--- src/rtl/excp_irq_controller.sv ---
// -----------------------------------------------------------------------------
// excp_irq_controller
//   Decides when a synchronous exception or an external interrupt is taken.
//   On entry it strobes the CP0 cause/EPC capture, flushes the pipeline for
//   FLUSH_CYCLES cycles and redirects fetch to EXCP_VECTOR. It also owns the
//   CP0 status register (IE/EXL/IM) and executes ERET, which sends fetch back
//   to the saved EPC.
//
// Ports
//   CLK, RESET          clock (rising edge), asynchronous active-low reset
//   *_STAGE_EXCP        exception flags from decode / execute / memory stages
//   ERET                ERET retiring in MEM this cycle
//   PIPE_STALL          pipeline stalled; interrupts are held off
//   IRQ                 level-sensitive, active-high interrupt lines
//   CSR_WE/SEL/WDATA    CP0 register write port (only reg 12 is decoded here)
//   EPC_IN              current EPC from CP0, used as the ERET target
//   CP0_CAPTURE         one-cycle strobe: CP0 latches cause/EPC on this edge
//   FLUSH               kill all in-flight instructions
//   PC_REDIRECT         fetch takes PC_TARGET this cycle
//   PC_TARGET           redirect address, 0 when not redirecting
//   IRQ_CAUSE           masked pending lines latched at interrupt capture
//   STATUS_OUT          status register: bit0 IE, bit1 EXL, IM at bits 8+
// -----------------------------------------------------------------------------
module excp_irq_controller #(
   parameter int unsigned IRQ_LINES    = 8,
   parameter int unsigned FLUSH_CYCLES = 2,
   parameter logic [31:0] EXCP_VECTOR  = 32'h0000DEAD
) (
   input  logic                 CLK,
   input  logic                 RESET,
   input  logic                 DEC_STAGE_EXCP,
   input  logic                 EXE_STAGE_EXCP,
   input  logic                 MEM_STAGE_EXCP,
   input  logic                 ERET,
   input  logic                 PIPE_STALL,
   input  logic [IRQ_LINES-1:0] IRQ,
   input  logic                 CSR_WE,
   input  logic [4:0]           CSR_SEL,
   input  logic [31:0]          CSR_WDATA,
   input  logic [31:0]          EPC_IN,
   output logic                 CP0_CAPTURE,
   output logic                 FLUSH,
   output logic                 PC_REDIRECT,
   output logic [31:0]          PC_TARGET,
   output logic [IRQ_LINES-1:0] IRQ_CAUSE,
   output logic [31:0]          STATUS_OUT
);

   localparam int unsigned CNT_W      = (FLUSH_CYCLES > 1) ? $clog2(FLUSH_CYCLES) : 1;
   localparam logic [4:0]  SEL_STATUS = 5'd12;
   localparam logic [CNT_W-1:0] CNT_LOAD = CNT_W'(FLUSH_CYCLES - 1);

   typedef enum logic [1:0] {
      ST_IDLE,
      ST_FLUSH,
      ST_REDIRECT,
      ST_RETURN
   } state_t;

   state_t               state_q, state_d;
   logic [CNT_W-1:0]     cnt_q, cnt_d;
   logic [IRQ_LINES-1:0] irq_q;
   logic [IRQ_LINES-1:0] im_q, im_d;
   logic [IRQ_LINES-1:0] cause_q, cause_d;
   logic                 ie_q, ie_d;
   logic                 exl_q, exl_d;

   logic                 sync_excp;
   logic [IRQ_LINES-1:0] pending;
   logic                 irq_take;
   logic                 capture;
   logic                 csr_status_we;

   // Status bits that have no storage here; folded so they are visibly consumed.
   logic                 unused_wdata;
   assign unused_wdata = ^{CSR_WDATA[31:8+IRQ_LINES], CSR_WDATA[7:2]};

   assign sync_excp     = DEC_STAGE_EXCP | EXE_STAGE_EXCP | MEM_STAGE_EXCP;
   assign pending       = irq_q & im_q;
   assign irq_take      = (|pending) & ie_q & ~exl_q & ~PIPE_STALL;
   assign csr_status_we = CSR_WE && (CSR_SEL == SEL_STATUS);

   // -------------------------------------------------------------------------
   // Next-state logic. CSR writes are applied first so that any FSM update of
   // EXL later in the block overrides the software write on the same edge.
   // -------------------------------------------------------------------------
   always_comb begin
      state_d = state_q;
      cnt_d   = cnt_q;
      cause_d = cause_q;
      ie_d    = ie_q;
      im_d    = im_q;
      exl_d   = exl_q;
      capture = 1'b0;

      if (csr_status_we) begin
         ie_d  = CSR_WDATA[0];
         exl_d = CSR_WDATA[1];
         im_d  = CSR_WDATA[8 +: IRQ_LINES];
      end

      case (state_q)
         ST_IDLE: begin
            if (sync_excp) begin
               // Taken even when already in a handler; CP0 overwrites EPC.
               capture = 1'b1;
               exl_d   = 1'b1;
               cnt_d   = CNT_LOAD;
               state_d = ST_FLUSH;
            end else if (ERET && exl_q) begin
               // EXL is owned by the FSM across the return sequence, so a
               // concurrent software write to EXL is dropped here.
               exl_d   = exl_q;
               state_d = ST_RETURN;
            end else if (irq_take) begin
               capture = 1'b1;
               cause_d = pending;
               exl_d   = 1'b1;
               cnt_d   = CNT_LOAD;
               state_d = ST_FLUSH;
            end
         end
         ST_FLUSH: begin
            if (cnt_q == '0) state_d = ST_REDIRECT;
            else             cnt_d   = cnt_q - CNT_W'(1);
         end
         ST_REDIRECT: state_d = ST_IDLE;
         ST_RETURN: begin
            exl_d   = 1'b0;
            state_d = ST_IDLE;
         end
         default: state_d = ST_IDLE;
      endcase
   end

   always_ff @(posedge CLK or negedge RESET) begin
      if (!RESET) begin
         state_q <= ST_IDLE;
         cnt_q   <= '0;
         irq_q   <= '0;
         cause_q <= '0;
         ie_q    <= 1'b0;
         exl_q   <= 1'b0;
         im_q    <= '0;
      end else begin
         state_q <= state_d;
         cnt_q   <= cnt_d;
         irq_q   <= IRQ;
         cause_q <= cause_d;
         ie_q    <= ie_d;
         exl_q   <= exl_d;
         im_q    <= im_d;
      end
   end

   // -------------------------------------------------------------------------
   // Outputs. Everything except the capture strobe is a decode of the state
   // register; the strobe must be same-cycle so CP0 latches the faulting EPC.
   // -------------------------------------------------------------------------
   assign CP0_CAPTURE = capture;
   assign FLUSH       = (state_q == ST_FLUSH) || (state_q == ST_RETURN);
   assign PC_REDIRECT = (state_q == ST_REDIRECT) || (state_q == ST_RETURN);
   assign IRQ_CAUSE   = cause_q;

   always_comb begin
      PC_TARGET = '0;
      if (state_q == ST_REDIRECT)    PC_TARGET = EXCP_VECTOR;
      else if (state_q == ST_RETURN) PC_TARGET = EPC_IN;
   end

   always_comb begin
      STATUS_OUT                   = '0;
      STATUS_OUT[0]                = ie_q;
      STATUS_OUT[1]                = exl_q;
      STATUS_OUT[8 +: IRQ_LINES]   = im_q;
   end

endmodule

--- config.mk ---
export PLATFORM = sky130hd
export DESIGN_NAME = excp_irq_controller
export DESIGN_NICKNAME = d
export VERILOG_FILES = /design/src/rtl/excp_irq_controller.sv
export SDC_FILE = /design/constraint.sdc
export NUM_CORES = 1
export LEC_CHECK = 0
export ABC_AREA = 1
export BUFFER_PORTS_ARGS = -buffer_cell sky130_fd_sc_hd__clkbuf_2
export CAP_MARGIN = 5
export CORE_AREA = 2 2 76 71
export DETAILED_ROUTE_END_ITERATION = 8
export DIE_AREA = 0 0 78 73
export GPL_ROUTABILITY_DRIVEN = 0
export GPL_TIMING_DRIVEN = 0
export PLACE_DENSITY = 0.78
export SLEW_MARGIN = 15
export SYNTH_ARGS = -nofsm -noshare
export SYNTH_HDL_FRONTEND = slang
export SYNTH_SLANG_ARGS = --single-unit
--- constraint.sdc ---
create_clock -name CLK -period 1.6 [get_ports CLK]
set_input_delay 0.16 -clock CLK [delete_from_list [all_inputs] [get_ports CLK]]
set_output_delay 0.16 -clock CLK [all_outputs]
set_load 0.02 [all_outputs]
==> flow_summary.json <==
{
  "finalSetupViolations": 0,
  "fin_worst_skew_ps": 5.48,
  "dpl.hpwl_um": 3510,
  "hold_violations": 0,
  "most-common-layout-cells": "clkbuf_2, nand2_1, buf_4, dfrtp_1, conb_1",
  "finish.instance_area_um2": 3060,
  "p_comb_frac": 0.545,
  "fin_crit_sh": 0.981,
  "drt_first_iter_violations": 27,
  "intPower_uw": 2240,
  "cts_max_level": 2,
  "status": "complete, no violations",
  "n_antenna_cell": 0,
  "place_worst_setup_slack_ps": -22.4,
  "clock_tree.root_cell": "clkbuf_8",
  "report.power.total_uw": 3760,
  "post_drt_wl_per_cell_um": 10.5,
  "class_of_the_worst_hold_path": "in2reg",
  "grt_max_degree": 30,
  "antenna_found_initial": 0,
  "gr-usage-all-layers": 0.159,
  "area_growth_pct": 75.2,
  "numCtsBuffers": 5,
  "syn_inst": 236,
  "leakage_uw": 0.00183,
  "layout-drive-gt1-share": 0.545,
  "critical_path.endpoint_type": "output port",
  "via_per_inst": 4.26,
  "clkSlewWorstSetupHoldPaths_ps": 60,
  "max_freq_mhz": 637,
  "clkSinkCount": 29,
  "num-nets-final": 503,
  "crit_path_max_fanout": 2,
  "grt_first_pass_wirelength_um": 7310,
  "chipWidth_um": 78,
  "netlist-cell-type-count": 20,
  "final_period_minus_worst_setup_slack_ps": 1570,
  "rows": 25,
  "layout.cells.most_common": "clkbuf_2",
  "placed_area_um2": 2490,
  "start_kind": "flop",
  "power_switching_share": 0.406,
  "vdd_drop_max_mv": 1.05,
  "timing.critical_path.required_ps": 1440,
  "detailroute.via_count": 2052,
  "worst_max_slew_margin_expressed_relative_to_the_limit": 0.536,
  "switching_power_uw": 1530,
  "die_height_um": 73,
  "worst_skew_pair.late_latency_ps": 280,
  "drt.antenna.violating_nets": 0,
  "syn-cell-area_um2": 1750,
  "drt_first_pass_iters": 4,
  "vias_in_the_first_global_route": 1711,
  "residual_drc_count": 0,
  "numPortBuffers": 115,
  "tritoncts": "yes",
  "timing_worst_setup_path_type": "reg2out",
  "clkPwrFrac": 0.206,
  "synth.yosys.seq_area_share": 0.415,
  "ys_seq_elements": 29,
  "cts.path.max_buffers": 2,
  "accumulated_negative_setup_slack_ps": 0,
  "floorplan.core_area_um2": 5000,
  "postSynthAreaPerCell_um2": 7.41,
  "timing_max_transition_violations_final": 0,
  "fp.dieArea_um2": 5690,
  "initial_core_util": 0.350,
  "timing.critical_path.arrival_ps": 1410,
  "pwr_density_cell_nw_per_um2": 1230,
  "grt.overflow.total": 0,
  "rsz0062_at_grt": "yes",
  "drv.max_cap_violation_count": 0,
  "final_cell_count_no_fill": 482,
  "drt_wl_total_um": 5070,
  "io-pin-count": 160,
  "worst_pin_slew_ps": 696,
  "yosys_warnings": 0,
  "share_seq_of_total_power": 0.249,
  "final_critical_path_setup_slack_ps": 30.7,
  "dp.cells": 439
}
-- routing by layer --
layer | track usage | up-vias | part of all wire
met5 | 0 | - | 0
li1 | - | 1034 | -
met2 | 0.284 | 82 | 0.52
met3 | 0.0446 | 10 | 0.071
met4 | 0.0604 | 0 | 0.016
met1 | 0.181 | 926 | 0.39
-- area by class of cell --
cell class | instances | area (um2)
buffer | 33 | 253
fill | 423 | 1940
sequential | 29 | 728
tap | 67 | 83.8
clock buffer | 7 | 86.3
timing repair buffer | 151 | 905
clock inverter | 1 | 30.0
multi-input combinational | 184 | 938
inverter | 10 | 40.0
-- flip-flops by register name, indices dropped and copies added (netlist names) --
signal	count
IRQ_CAUSE	8
im_q	8
irq_q	8
state_q	2
cnt_q	1
exl_q	1
ie_q	1
-- logic make-up after synthesis --
logic type,after synthesis,synth area share
fa+ha+maj,4,0.0286
simple gates,150,0.363
flops,29,0.415
other cells,1,0.00214
compound gates,8,0.0401
buf+inv,44,0.151
-- critical path, cell delays in order (launching register included) --
cell and delay (ps):
dfrtp_1 390, nand2_2 90, nand2_1 60, nor2_1 130, nand2_2 90, nand2_2 80
nand2_2 60, nand2_2 80, inv_2 30, buf_6 120
-- Yosys cell counts --
master | n | area share
buf_1 | 2 | 0.0043
buf_2 | 1 | 0.0029
buf_4 | 24 | 0.10
buf_6 | 1 | 0.0064
clkbuf_1 | 6 | 0.013
conb_1 | 1 | 0.0021
dfrtp_1 | 29 | 0.41
ha_1 | 4 | 0.029
inv_1 | 9 | 0.019
inv_2 | 1 | 0.0021
nand2_1 | 100 | 0.21
nand2_2 | 2 | 0.0072
nand3_1 | 18 | 0.052
nand3b_1 | 1 | 0.0043
nand4_4 | 1 | 0.012
nor2_1 | 25 | 0.054
nor2_4 | 1 | 0.0064
nor3_4 | 1 | 0.0093
nor3b_1 | 1 | 0.0043
o21ai_2 | 8 | 0.040
-- path summary, 6_finish.rpt --
check / depth (start not counted) / slack, ps / startpoint / to
setup reg to reg: 8 / 70 / state_q[1]$_DFFE_PN0P_ / IRQ_CAUSE[7]$_DFFE_PN0P_
setup / recovery: 9 / 30 / im_q[4]$_DFFE_PN0N_ / CP0_CAPTURE
max in group asynchronous: 2 / 660 / RESET / state_q[1]$_DFFE_PN0P_
hold / removal: 3 / 100 / CSR_WDATA[13] / im_q[5]$_DFFE_PN0N_
min in group asynchronous: 2 / 450 / RESET / irq_q[1]$_DFF_PN0_
hold reg to reg: 2 / 480 / IRQ_CAUSE[4]$_DFFE_PN0P_ / IRQ_CAUSE[4]$_DFFE_PN0P_
-- per-stage QoR --
| step | hold slack, ps | util |
|---|---|---|
| CTS | 100 | 0.576 |
| global route | 110 | 0.612 |
| global placement | 231 | 0.497 |
| finish | 104 | 0.612 |
| floorplan | -136 | - |
| detailed placement | 235 | 0.497 |
-- power groups by stage --
stage | registers [uW] | logic, uW | clock network (uW)
6_report | 939 | 2050 | 774
2_1_floorplan | 967 | 1020 | 0
4_1_cts | 919 | 1780 | 784
3_5_place_dp | 936 | 1520 | 0
5_1_grt | 952 | 2240 | 832
3_3_place_gp | 932 | 1510 | 0
-- repair_timing --
item | in CTS | in global routing
endpoints found under the setup margin | 36 | 39
pin swaps | 3 | 10
buffers inserted | 16 | 11
gates resized for setup | 31 | 54
hold endpoints to repair | 37 | 0
hold buffers | 9 | 0
(Power assumes the default switching activity.)
